File: src/rtl/traffic_pkg.sv
// traffic_pkg
//   Shared definitions for the traffic spawn scheduler:
//   - state_e       : scheduler FSM state encoding
//   - NUM_SLOTS_DEF : default number of enemy-car slots
//   - NO_SLOT       : lastSlot value meaning "nothing released yet"
//   - BASE_GAP_DEF / MIN_GAP_DEF : default pacing constants (tick pulses)
//   - gap_calc()    : inter-release gap for a given player speed
package traffic_pkg;

  typedef enum logic [1:0] {
    ST_IDLE   = 2'd0,
    ST_GAP    = 2'd1,
    ST_SEARCH = 2'd2,
    ST_FIRE   = 2'd3
  } state_e;

  localparam int          NUM_SLOTS_DEF = 9;
  localparam logic [3:0]  NO_SLOT       = 4'hF;
  localparam int          BASE_GAP_DEF  = 8;
  localparam int          MIN_GAP_DEF   = 2;

  // max(base_gap - speed, min_gap), done in signed int so a speed larger
  // than base_gap cannot wrap to a huge unsigned gap.
  function automatic logic [7:0] gap_calc(input int base_gap,
                                          input int min_gap,
                                          input logic [3:0] speed);
    int diff;
    diff = base_gap - int'({28'd0, speed});
    if (diff < min_gap) diff = min_gap;
    return diff[7:0];
  endfunction

endpackage

File: src/rtl/slot_eligibility_check.sv
// slot_eligibility_check
//   Flags which slots may be released next. A slot is eligible when its
//   ready bit is set and it is not the slot released last time, unless that
//   slot is the only ready one (a repeat is better than starving the road).
// Ports
//   ready_i     [NUM_SLOTS] per-slot idle flags
//   last_slot_i [4]         most recently released slot, 4'hF = none
//   eligible_o  [NUM_SLOTS] per-slot eligible flags
module slot_eligibility_check
  import traffic_pkg::*;
#(
  parameter int NUM_SLOTS = NUM_SLOTS_DEF
) (
  input  logic [NUM_SLOTS-1:0] ready_i,
  input  logic [3:0]           last_slot_i,
  output logic [NUM_SLOTS-1:0] eligible_o
);

  logic [NUM_SLOTS-1:0] last_mask;
  logic                 sole_last;

  always_comb begin
    last_mask  = '0;
    eligible_o = '0;
    for (int i = 0; i < NUM_SLOTS; i++) begin
      if (last_slot_i == 4'(i)) last_mask[i] = 1'b1;
    end
    // NO_SLOT gives an empty mask, so nothing is treated as a repeat.
    sole_last = (last_mask != '0) && (ready_i == last_mask);
    for (int i = 0; i < NUM_SLOTS; i++) begin
      eligible_o[i] = ready_i[i] && (!last_mask[i] || sole_last);
    end
  end

endmodule

File: src/rtl/traffic_spawn_scheduler.sv
// traffic_spawn_scheduler
//   Paces enemy-car releases: waits a speed-dependent number of tick pulses,
//   then scans the slots round-robin from a random start and releases the
//   first eligible one with a one-cycle one-hot pulse.
// Ports
//   clk          system clock
//   resetN       asynchronous active-low reset
//   tick         one-cycle pacing strobe
//   ready        [NUM_SLOTS] per-slot "car idle" flags
//   randomizer   [4] random search start index
//   playerspeed  [4] player speed, 0 = stopped
//   releaseCar   [NUM_SLOTS] one-hot release pulse
//   lastSlot     [4] last released slot, 4'hF = none
//   busy         high whenever the FSM is not idle
//   spawnCount   [8] saturating release counter
// Build option
//   SPAWN_COUNT_EN : when defined, spawnCount counts releases (saturating at
//                    255); otherwise it is tied to zero.
//
// state  | meaning
// IDLE   | player stopped, nothing scheduled
// GAP    | counting tick pulses down to the next release attempt
// SEARCH | examining one slot per cycle for an eligible car
// FIRE   | one-cycle release pulse for the selected slot
module traffic_spawn_scheduler
  import traffic_pkg::*;
#(
  parameter int NUM_SLOTS = NUM_SLOTS_DEF,
  parameter int BASE_GAP  = BASE_GAP_DEF,
  parameter int MIN_GAP   = MIN_GAP_DEF
) (
  input  logic                 clk,
  input  logic                 resetN,
  input  logic                 tick,
  input  logic [NUM_SLOTS-1:0] ready,
  input  logic [3:0]           randomizer,
  input  logic [3:0]           playerspeed,
  output logic [NUM_SLOTS-1:0] releaseCar,
  output logic [3:0]           lastSlot,
  output logic                 busy,
  output logic [7:0]           spawnCount
);

  localparam logic [3:0] SLOT_MAX  = 4'(NUM_SLOTS - 1);
  localparam logic [3:0] SLOT_CNT  = 4'(NUM_SLOTS);

  state_e               state_q, state_d;
  logic [7:0]           gap_q, gap_d;
  logic [3:0]           ptr_q, ptr_d;
  logic [3:0]           exam_q, exam_d;
  logic [3:0]           sel_q, sel_d;
  logic [3:0]           last_q, last_d;
  logic                 fire;
  logic [7:0]           gap_reload;
  logic [3:0]           ptr_start;
  logic [NUM_SLOTS-1:0] eligible;
  logic                 hit;

  slot_eligibility_check #(
    .NUM_SLOTS (NUM_SLOTS)
  ) u_elig (
    .ready_i     (ready),
    .last_slot_i (last_q),
    .eligible_o  (eligible)
  );

  assign gap_reload = gap_calc(BASE_GAP, MIN_GAP, playerspeed);
  // randomizer spans 0..15, so one subtraction folds it into range.
  assign ptr_start  = (randomizer <= SLOT_MAX) ? randomizer
                                               : randomizer - SLOT_CNT;
  assign hit        = eligible[ptr_q];

  always_ff @(posedge clk or negedge resetN) begin
    if (!resetN) begin
      state_q <= ST_IDLE;
      gap_q   <= 8'd0;
      ptr_q   <= 4'd0;
      exam_q  <= 4'd0;
      sel_q   <= 4'd0;
      last_q  <= NO_SLOT;
    end else begin
      state_q <= state_d;
      gap_q   <= gap_d;
      ptr_q   <= ptr_d;
      exam_q  <= exam_d;
      sel_q   <= sel_d;
      last_q  <= last_d;
    end
  end

  always_comb begin
    state_d = state_q;
    gap_d   = gap_q;
    ptr_d   = ptr_q;
    exam_d  = exam_q;
    sel_d   = sel_q;
    last_d  = last_q;
    fire    = 1'b0;

    case (state_q)
      ST_IDLE: begin
        if (playerspeed != 4'd0) begin
          state_d = ST_GAP;
          gap_d   = gap_reload;
        end
      end

      ST_GAP: begin
        if (tick) begin
          if (gap_q > 8'd1) begin
            gap_d = gap_q - 8'd1;
          end else begin
            state_d = ST_SEARCH;
            ptr_d   = ptr_start;
            exam_d  = 4'd0;
          end
        end
      end

      ST_SEARCH: begin
        if (hit) begin
          state_d = ST_FIRE;
          sel_d   = ptr_q;
        end else if (exam_q == SLOT_MAX) begin
          // Every slot examined once without a hit: wait a full gap again.
          state_d = ST_GAP;
          gap_d   = gap_reload;
        end else begin
          ptr_d  = (ptr_q == SLOT_MAX) ? 4'd0 : ptr_q + 4'd1;
          exam_d = exam_q + 4'd1;
        end
      end

      ST_FIRE: begin
        fire    = 1'b1;
        last_d  = sel_q;
        gap_d   = gap_reload;
        state_d = ST_GAP;
      end

      default: state_d = ST_IDLE;
    endcase

    // A stopped player aborts everything, including a pending release.
    if (playerspeed == 4'd0) begin
      state_d = ST_IDLE;
      fire    = 1'b0;
      last_d  = last_q;
    end
  end

  always_comb begin
    releaseCar = '0;
    if (fire) begin
      for (int i = 0; i < NUM_SLOTS; i++) begin
        if (sel_q == 4'(i)) releaseCar[i] = 1'b1;
      end
    end
  end

  assign lastSlot = last_q;
  assign busy     = (state_q != ST_IDLE);

`ifdef SPAWN_COUNT_EN
  logic [7:0] spawn_q;

  always_ff @(posedge clk or negedge resetN) begin
    if (!resetN) begin
      spawn_q <= 8'd0;
    end else if (fire && (spawn_q != 8'hFF)) begin
      spawn_q <= spawn_q + 8'd1;
    end
  end

  assign spawnCount = spawn_q;
`else
  assign spawnCount = 8'd0;
`endif

endmodule

File: config.mk
export PLATFORM = sky130hd
export DESIGN_NAME = traffic_spawn_scheduler
export DESIGN_NICKNAME = d
export VERILOG_FILES = /design/src/rtl/traffic_pkg.sv /design/src/rtl/slot_eligibility_check.sv /design/src/rtl/traffic_spawn_scheduler.sv
export SDC_FILE = /design/constraint.sdc
export NUM_CORES = 1
export LEC_CHECK = 0
export BUFFER_PORTS_ARGS = -buffer_cell sky130_fd_sc_hd__buf_2
export CELL_PAD_IN_SITES_DETAIL_PLACEMENT = 1
export CELL_PAD_IN_SITES_GLOBAL_PLACEMENT = 2
export CORE_ASPECT_RATIO = 1.5
export CORE_MARGIN = 3
export CORE_UTILIZATION = 36
export CTS_CLUSTER_DIAMETER = 150
export CTS_CLUSTER_SIZE = 16
export DETAILED_ROUTE_END_ITERATION = 16
export PLACE_DENSITY_LB_ADDON = 0.25
export SLEW_MARGIN = 40
export SYNTH_ARGS = -nofsm -noshare
export SYNTH_HDL_FRONTEND = slang
export SYNTH_SLANG_ARGS = --single-unit
File: constraint.sdc
create_clock -name clk -period 6.37 [get_ports clk]
set_input_delay 0.3185 -clock clk [delete_from_list [all_inputs] [get_ports clk]]
set_output_delay 0.3185 -clock clk [all_outputs]
set_load 0.02 [all_outputs]
==> flow_metrics.py, run 1 <==
metrics = {
    "sta": {
        "worst_hold_slack_ps": 37.4,
        "period_share_pct": 48.4,
        "worst_pin_slew_ps": 613,
        "slew_headroom_pct": 59.0,
        "finalClockSkew_ps": 2.36,
        "slew_violations": 0,
        "finalSetupViolCount": 0,
        "grt_setup_unrepaired": "false",
        "fmax_mhz": 324,
        "hold_violations": 0,
        "period_needed_ps": 3080,
        "finalSetupTns_ps": 0,
    },
    "critical_path": {
        "end_kind": "flip-flop",
        "critPathMaxFanout": 14,
        "critical_path_class": "flip-flop to flip-flop",
        "cp_slowest_cell": "dfstp_2",
        "worst_setup_path_start_kind": "flip-flop",
        "cp_top_family": "compound AO/OA/AOI/OAI gates",
        "worst-path-buf-inv": 0,
        "cp.arrival_ps": 3260,
        "cp.required_ps": 6540,
        "cp_common_cell": "mux2_2",
        "r2r_slack_ps": 3290,
        "critPathMaxStageDelay_ps": 660,
        "crit_chain": "mux2_2 > o32ai_1 > o211ai_1 > nor2_2 > nand3_1 > a31oi_2 > nand2b_4 > mux2_2",
    },
    "global_route": {
        "grt_pass1_wl_mm": 11.1,
        "grt_pass1_vias": 2385,
        "antenna_found_initial": 0,
        "grt_use_total_pct": 17.7,
        "grt_max_degree": 27,
        "globalRouteOverflowTotal": 0,
    },
    "logic_synthesis": {
        "synth-edff-count": 0,
        "ys_seq_area_share_pct": 27.4,
        "synth.largest_area_cell": "dfrtp_1",
        "ys_warn_count": 0,
        "netlist_instances": 294,
        "synth_cell_types": 61,
        "ys_seq_elements": 26,
        "synth_most_common_cell": "nor2_1",
        "synth_commonest_cells": "nor2_1 (26), inv_1 (25), o21ai_0 (24)",
        "synth_top_area_share_pct": 23.0,
        "async_reset_ff_share_pct": 100,
        "ys_dominant_reg_cell": "dfrtp_1",
        "syn_area_um2": 2400,
        "synthTopCellsByArea": "dfrtp_1 (23%), ha_1 (7.3%), mux2_2 (5.2%), o21ai_0 (5.0%), dfstp_2 (4.4%)",
        "postSynthAreaPerCell_um2": 8.15,
    },
    "layout": {
        "nFillCells": 803,
        "final_area_um2": 2650,
        "antennaDiodeCount": 0,
        "utilization_pct": 42.0,
        "final_cells": 394,
        "drive_gt1_share_pct": 19.1,
        "fin_nets": 355,
        "area_growth_pct": 10.5,
    },
    "drt": {
        "dr.pass1.iters": 4,
        "totalWireLength_mm": 6.58,
        "drc": 0,
        "wl_per_cell_um": 16.7,
        "drtIter0Drc": 76,
        "vias": 2254,
        "drtAntennaViolNets": 0,
        "vias_per_cell": 5.72,
    },
    "die": {
        "start_util_pct": 38.0,
        "die_y_um": 106,
        "pin_count": 42,
        "core_area_um2": 6310,
        "row_count": 35,
        "die_w_um": 72.6,
        "dieArea_um2": 7690,
    },
    "clocking": {
        "cts_root_buf": "clkbuf_8",
        "postCtsHoldBufs": 0,
        "worstSkewPairLatency_ps": 280,
        "cts_setup_buffers": 0,
        "post_cts_resize_count": 0,
        "clock-sinks": 26,
        "cts_max_level": 1,
        "cts_tree": "yes",
        "cts_buffers": 3,
        "clk_pin_slew_ps": 100,
        "clk_path_buf_depth": 2,
    },
    "power": {
        "p_leak_uw": 0.00113,
        "peakVddDrop_v": 0.000181,
        "p_per_area_nw_per_um2": 419,
    },
    "min_path": {
        "hold_path.class": "primary input to asynchronous set/reset pin",
    },
    "placement": {
        "io_buffers": 33,
        "place_congestion": 0.824,
        "placedCellCount": 390,
        "place_area_um2": 2580,
        "hpwl_mm": 5.17,
    },
    "status": {
        "status": "completed",
    },
    "job": {
        "cap_viol_max_count": 0,
    },
}
metal layers:
layer  wire length (um)  vias up  track usage (%)
met5                  0        -                0
met4                 81        0             5.01
met3                155        6             1.32
met2               3670       31             34.1
met1               2680     1111             20.1
li1                   -     1106                -
stage by stage:
| stage | worst slack, ps | power (uW) |
|---|---|---|
| 3_5_place_dp | 3300 | 977 |
| 4_1_cts | 3270 | 1120 |
| 2_1_floorplan | 3700 | 810 |
| 5_1_grt | 3020 | 1210 |
| 6_report | 3290 | 1110 |
| 3_3_place_gp | 3110 | 967 |
registers in the layout (all words and copies together) (netlist names):
signal and cells:
state_q 2, sel_q 4, ptr_q 4, lastSlot 4, gap_q 8, exam_q 4
area by class of cell:
class	count	area (um2)	share of cell area (%)
Clock buffer	3	41.3	1.56
Clock inverter	1	30.0	1.13
Inverter	26	97.6	3.69
Multi-Input combinational cell	230	1560	58.8
Sequential cell	26	656	24.8
Tap cell	74	92.6	3.50
Timing Repair Buffer	34	173	6.52
final timing paths:
kind,from,depth (start not counted),end
max,lastSlot[1],8,gap_q[1]
min,resetN,1,exam_q[1]
max reg2reg,lastSlot[1],8,gap_q[1]
min reg2reg,gap_q[6],2,gap_q[6]
max in group asynchronous,resetN,1,gap_q[4]
min in group clk,ready[8],3,sel_q[3]
kinds of logic (layout without fill, tap and decap cells):
logic type                 Yosys count  after routing  synth area share, %
and+or+nand+nor                    109            109                 25.2
muxes                               14             14                 6.42
AOI/OAI and AO/OA                   82             82                 23.5
other                                1              8                0.157
buffers and inverters               45             64                 8.98
adders and majority gates           14             14                 7.31
DFF                                 26             26                 27.4
xor gates and xnor gates             3              3                 1.10
placed cells by master, fill, tap and decap left out, types with 4 or more instances in the layout:
cell type / count
buf_2: 33
nor2_1: 26
inv_1: 25
o21ai_0: 24
nand2_1: 22
dfrtp_1: 22
ha_1: 14
a21oi_1: 13
nor3_1: 11
mux2_2: 11
o211ai_1: 10
conb_1: 8
nor2b_1: 7
nand3_1: 7
nand2b_1: 7
or3_1: 4
a31oi_1: 4
nor4_1: 4
or4_1: 4
dfstp_2: 4
where the power goes:
part	switching [uW]	internal [uW]
clock	57.7	84.2
sequential	125	239
combinational	346	257
worst register-to-register path, stage by stage, from the launching register on:
cell and delay [ps]:
dfstp_2 660, mux2_2 360, o32ai_1 230, o211ai_1 150, nor2_2 200, nand3_1 190
a31oi_2 580, nand2b_4 300, mux2_2 330
Power figures use the tool's default switching activity.
==> run 2, diff against run 1 <==
- ABC_AREA: unset -> 1
- CORE_UTILIZATION: 36 -> 30
- clock period: 6.37 -> 3.15 ns (I/O delays scaled with it)
==> run 2 against run 1 <==
Net effect:
- hold slack better by 260 ps
- via count down 0.80%
- non-clock buffer count unchanged
- routed wire length down 2.3%
- synthesized cell count up 19%
- largest cell class unchanged
- largest power group unchanged
- highest routed layer unchanged
==> flow_metrics.py, run 2 <==
metrics = {
    "power": {
        "p_leak_uw": 0.00138,
        "p_per_area_nw_per_um2": 837,
        "peakVddDrop_v": 0.000366,
    },
    "placement": {
        "place_ws_ps": 216,
        "place_congestion": 0.781,
        "io_buffers": 33,
        "hpwl_mm": 5.35,
    },
    "clocking": {
        "cts_max_level": 1,
        "cts_tree": "yes",
        "clk_pin_slew_ps": 90,
        "clk_path_buf_depth": 2,
        "worstSkewPairLatency_ps": 270,
        "clock-sinks": 26,
        "cts_root_buf": "clkbuf_8",
        "cts_buffers": 3,
    },
    "global_route": {
        "grt_max_degree": 27,
        "globalRouteOverflowTotal": 0,
        "grt_pass1_vias": 2314,
        "antenna_found_initial": 0,
        "grt_pass1_wl_mm": 10.9,
        "grt_use_total_pct": 15.3,
    },
    "logic_synthesis": {
        "synth.largest_area_cell": "dfrtp_1",
        "ys_warn_count": 0,
        "synth_most_common_cell": "nand2_1",
        "synth_cell_types": 36,
        "syn_area_um2": 2290,
        "async_reset_ff_share_pct": 100,
        "postSynthAreaPerCell_um2": 6.55,
        "synthTopCellsByArea": "dfrtp_1 (24%), nand2_1 (17%), ha_1 (7.6%), inv_1 (7.4%), nor2_1 (6.1%)",
        "ys_dominant_reg_cell": "dfrtp_1",
        "synth_top_area_share_pct": 24.0,
        "synth-edff-count": 0,
        "ys_seq_elements": 26,
        "ys_seq_area_share_pct": 28.6,
        "netlist_instances": 350,
        "synth_commonest_cells": "nand2_1 (102), inv_1 (45), nor2_1 (37)",
    },
    "layout": {
        "fin_nets": 418,
        "drive_gt1_share_pct": 15.9,
        "utilization_pct": 35.6,
        "largest_reg_flops": 8,
        "regMostFlops": "gap_q",
        "layout_commonest_cell": "nand2_1",
        "mostFrequentLayoutCells": "nand2_1 (102), inv_1 (45), nor2_1 (36), buf_2 (33), nand3_1 (27)",
        "area_growth_pct": 13.7,
        "nFillCells": 1004,
        "antennaDiodeCount": 0,
    },
    "drt": {
        "vias_per_cell": 4.63,
        "wl_per_cell_um": 13.3,
        "drc": 0,
        "drtIter0Drc": 53,
        "totalWireLength_mm": 6.43,
        "drtAntennaViolNets": 0,
        "dr.pass1.iters": 4,
        "vias": 2236,
    },
    "die": {
        "dieArea_um2": 8750,
        "start_util_pct": 31.3,
        "core_area_um2": 7320,
        "pin_count": 42,
        "row_count": 38,
        "die_y_um": 113,
        "die_w_um": 77.4,
    },
    "sta": {
        "finalClockSkew_ps": 3.54,
        "period_needed_ps": 2800,
        "slew_violations": 0,
        "period_share_pct": 89.0,
        "grt_setup_unrepaired": "false",
        "fmax_mhz": 357,
        "slew_headroom_pct": 56.9,
        "worst_hold_slack_ps": 296,
        "worst_pin_slew_ps": 646,
        "finalSetupTns_ps": 0,
        "setup_ws_ps": 348,
        "hold_violations": 0,
        "finalSetupViolCount": 0,
    },
    "status": {
        "status": "completed",
    },
    "critical_path": {
        "reg2reg_depth": 19,
        "cp.required_ps": 3320,
        "critical_path_class": "flip-flop to flip-flop",
        "critPathMaxFanout": 12,
        "cp.arrival_ps": 2970,
        "end_kind": "flip-flop",
        "worst_setup_path_start_kind": "flip-flop",
    },
    "min_path": {
        "hold_path.class": "primary input to flip-flop",
        "hold_path_depth": 5,
    },
    "job": {
        "cap_viol_max_count": 0,
    },
}
## run 2: cell count changes in the layout (fill, tap and decap cells not counted), moves of 6 or more
| cell | change |
|---|---|
| nor2b_1 | -7 |
| mux2_2 | -11 |
| o211ai_1 | -10 |
| nor3_1 | -8 |
| inv_1 | +20 |
| nand3_1 | +20 |
| nand2_1 | +80 |
| nand2b_1 | -7 |
| o21ai_1 | +6 |
| xor2_1 | +7 |
| nor2_1 | +10 |
## run 2: final cells by class
cell class	count	area, um2	area share (%)
repair buffers	34	175	6.72
well taps	100	125	4.80
multi-input cells	268	1390	53.3
flip-flops and latches	26	656	25.1
clock inverters	1	30.0	1.15
clock buffers	3	41.3	1.58
inverters	51	191	7.34
## run 2: path summary, 6_finish.rpt
check	start	to	slack [ps]
worst max-delay path	lastSlot[2]	exam_q[3]	350
worst min-delay path	playerspeed[0]	gap_q[0]	300
worst max register to register	lastSlot[2]	exam_q[3]	350
worst min register to register	lastSlot[1]	lastSlot[1]	540
max in group asynchronous	resetN	sel_q[1]	2290
min in group asynchronous	resetN	ptr_q[3]	440
## run 2: cell families after synthesis
| logic type | count (synthesis) | share of synthesized area [%] |
|---|---|---|
| AND/OR/NAND/NOR | 185 | 34.8 |
| adder cells (fa/ha/maj) | 14 | 7.64 |
| XOR/XNOR | 10 | 3.82 |
| buffers and inverters | 63 | 12.3 |
| AO/OA/AOI/OAI | 51 | 12.7 |
| flip-flops | 26 | 28.6 |
| other | 1 | 0.164 |
## run 2: report_power, final
part | total [uW] | internal, uW | leakage, uW | switching [uW]
Clock | 276 | 170 | 0.0000357 | 106
Combinational | 1260 | 415 | 0.00101 | 849
Sequential | 644 | 479 | 0.000327 | 164
Total | 2180 | 1060 | 0.00138 | 1120
## run 2: critical path, cell delays in order, from the launching register on
cell and delay [ps]:
dfstp_2 590, inv_2 60, nor2_4 220, nand2_1 170, nand2_1 90, nand2_1 70, nor2_1 90, nand3_1 110
nor2_4 170, nand2_1 70, a21oi_1 170, nor2_1 70, nor2_1 90, nand2_1 90, nand2_2 80, nand2_4 100
nand2_2 180, inv_2 100, nor2_1 110, nor2_1 50
## run 2: metrics by stage
| step | total power [uW] | instance area, um2 | instances |
|---|---|---|---|
| 6_report | 2180 | 2610 | 483 |
| 5_1_grt | 2440 | 2610 | 483 |
| 4_1_cts | 2230 | 2600 | 483 |
| 3_5_place_dp | 1940 | 2520 | 478 |
| 3_3_place_gp | 1920 | 2520 | 478 |
| 2_1_floorplan | 1600 | 2320 | 357 |
## run 2: timing repair
| action | in CTS | in global routing |
|---|---|---|
| setup endpoints to repair | 0 | 13 |
| endpoints found under the hold margin | 22 | 0 |
| buffers inserted | 0 | 0 |
| hold buffers | 1 | 0 |
| gates resized for setup | 0 | 2 |
## run 2: routing by layer
metal	share of wire, %	track usage [%]	vias to the layer above
li1	-	-	1151
met1	38	15.4	1061
met2	59	32.7	20
met3	2.0	1.51	4
met4	0.89	3.21	0
met5	0	0	-
==> run 3, diff against run 2 <==
- MAX_ROUTING_LAYER: unset -> met4
==> run 3 against run 2 <==
Net effect:
- utilization stayed put
- hold slack worse by 3.0 ps
- combinational power hardly changed
- critical endpoint unchanged
- cell count stayed put
- maximum frequency fell by 0.12%
- power is essentially flat
- die area is the same
- clock skew grew 2.0 ps
==> flow_metrics.py, run 3 (synthesized netlist as in run 2, its figures left out) <==
metrics = {
    "critical_path": {
        "cp-startpoint": "lastSlot[2]",
        "reg2reg_depth": 19,
        "critPathMaxStageDelay_ps": 590,
        "r2r_slack_ps": 340,
        "cp.required_ps": 3320,
        "endpoint": "exam_q[3]",
        "critical_path_class": "flip-flop to flip-flop",
        "r2r-start": "lastSlot[2]",
        "cp_top_family": "simple AND/OR/NAND/NOR gates",
        "worst-path-buf-inv": 2,
        "critPathMaxFanout": 12,
        "crit_chain": "inv_2 > nor2_4 > nand2_1 > nand2_1 > nand2_1 > nor2_1 > nand3_1 > nor2_4 > nand2_1 > a21oi_1 > nor2_1 > nor2_1 > nand2_1 > nand2_2 > nand2_4 > nand2_2 > inv_2 > nor2_1 > nor2_1",
        "end_kind": "flip-flop",
        "rr_endpoint": "exam_q[3]",
        "worst_setup_path_start_kind": "flip-flop",
        "worst-path-stages": 19,
        "cp_slowest_cell": "dfstp_2",
        "cp.arrival_ps": 2970,
    },
    "global_route": {
        "globalRouteOverflowTotal": 0,
        "grt_max_degree": 27,
        "grt_pass1_vias": 2311,
        "antenna_found_initial": 0,
        "grt_use_total_pct": 15.8,
        "grt_pass1_wl_mm": 10.9,
    },
    "drt": {
        "dr.pass1.iters": 4,
        "vias_per_cell": 4.66,
        "totalWireLength_mm": 6.44,
        "drtAntennaViolNets": 0,
        "wl_per_cell_um": 13.3,
        "vias": 2250,
        "drc": 0,
        "drtIter0Drc": 49,
    },
    "clocking": {
        "clock-sinks": 26,
        "cts_root_buf": "clkbuf_8",
        "worstSkewPairLatency_ps": 270,
        "cts_max_level": 1,
        "cts_buffers": 3,
        "cts_setup_buffers": 0,
        "clk_path_buf_depth": 2,
        "cts_tree": "yes",
        "clk_pin_slew_ps": 90,
    },
    "placement": {
        "place_congestion": 0.791,
        "hpwl_mm": 5.35,
        "io_buffers": 33,
    },
    "sta": {
        "finalSetupViolCount": 0,
        "slew_headroom_pct": 57.5,
        "fmax_mhz": 356,
        "period_share_pct": 89.1,
        "finalClockSkew_ps": 5.54,
        "finalSetupTns_ps": 0,
        "worst_hold_slack_ps": 293,
        "slew_violations": 0,
        "worst_pin_slew_ps": 638,
        "period_needed_ps": 2810,
        "hold_violations": 0,
        "grt_setup_unrepaired": "false",
    },
    "layout": {
        "drive_gt1_share_pct": 15.9,
        "nFillCells": 1004,
        "antennaDiodeCount": 0,
        "fin_nets": 418,
        "mostFrequentLayoutCells": "nand2_1 (102), inv_1 (45), nor2_1 (36), buf_2 (33), nand3_1 (27)",
        "layout_commonest_cell": "nand2_1",
        "regMostFlops": "gap_q",
        "largest_reg_flops": 8,
        "area_growth_pct": 13.7,
    },
    "min_path": {
        "hold_path.class": "primary input to flip-flop",
    },
    "die": {
        "core_area_um2": 7320,
        "die_y_um": 113,
        "pin_count": 42,
        "dieArea_um2": 8750,
        "die_w_um": 77.4,
        "start_util_pct": 31.3,
        "row_count": 38,
    },
    "job": {
        "cap_viol_max_count": 0,
    },
    "power": {
        "p_sw_uw": 1120,
        "clkPwrFrac_pct": 12.7,
        "p_seq_share_pct": 29.5,
        "p_comb_share_pct": 57.9,
        "peakVddDrop_v": 0.000367,
        "swShare_pct": 51.2,
        "p_per_area_nw_per_um2": 837,
        "p_int_uw": 1060,
        "p_leak_uw": 0.00138,
    },
    "status": {
        "status": "completed",
    },
}
-- run 3: cell counts in the layout (fill, tap and decap cells not counted) --
No cell type changed its count.
-- run 3: how the worst min path moves through the flow --
stage | depth (start not counted) | from | slack, ps | to
finish | 5 | playerspeed[0] | 290 | gap_q[0]
global route | 5 | playerspeed[0] | 330 | gap_q[0]
CTS | 5 | playerspeed[0] | 300 | gap_q[0]
detailed placement | 1 | resetN | 210 | exam_q[1]
global placement | 1 | resetN | 220 | exam_q[2]
floorplan | 0 | resetN | -140 | exam_q[0]
-- run 3: stage by stage --
| stage | std cells | cell area [um2] | utilization, % | worst slack [ps] | power, uW |
|---|---|---|---|---|---|
| finish | 483 | 2610 | 35.6 | 344 | 2180 |
| floorplan | 357 | 2320 | - | 850 | 1600 |
| global placement | 478 | 2520 | 34.4 | 275 | 1920 |
| global route | 483 | 2610 | 35.6 | 25.5 | 2440 |
| CTS | 483 | 2600 | 35.5 | 194 | 2230 |
| detailed placement | 478 | 2520 | 34.4 | 216 | 1940 |
-- run 3: timing repair --
item	CTS	global route
hold endpoints to repair	22	0
resized for setup	0	2
endpoints found under the setup margin	0	13
hold buffers	1	0
-- run 3: power by group through the flow --
stage | logic [uW] | clock network, uW | registers (uW)
2_1_floorplan | 973 | 0 | 627
3_3_place_gp | 1270 | 0 | 650
3_5_place_dp | 1290 | 0 | 652
4_1_cts | 1290 | 289 | 647
5_1_grt | 1470 | 303 | 672
6_report | 1260 | 277 | 643
-- run 3: worst min-delay path, delay by kind of cell --
kind            cells  cell delay (ps)
compound gates      2              170
buf+inv             2              120
simple gates        1               80
-- run 3: per-layer routing --
layer	vias to the layer above	global-route usage (%)	wire [um]
li1	1151	-	-
met1	1069	15.3	2440
met2	24	32.8	3800
met3	6	1.51	129
met4	0	3.21	61
met5	-	-	0
-- run 3: final cells by class --
type / instances / area (um2) / area share, %
repair buffers: 34 / 175 / 6.72
well taps: 100 / 125 / 4.80
flip-flops and latches: 26 / 656 / 25.1
multi-input cells: 268 / 1390 / 53.3
inverters: 51 / 191 / 7.34
clock buffers: 3 / 41.3 / 1.58
clock inverters: 1 / 30.0 / 1.15
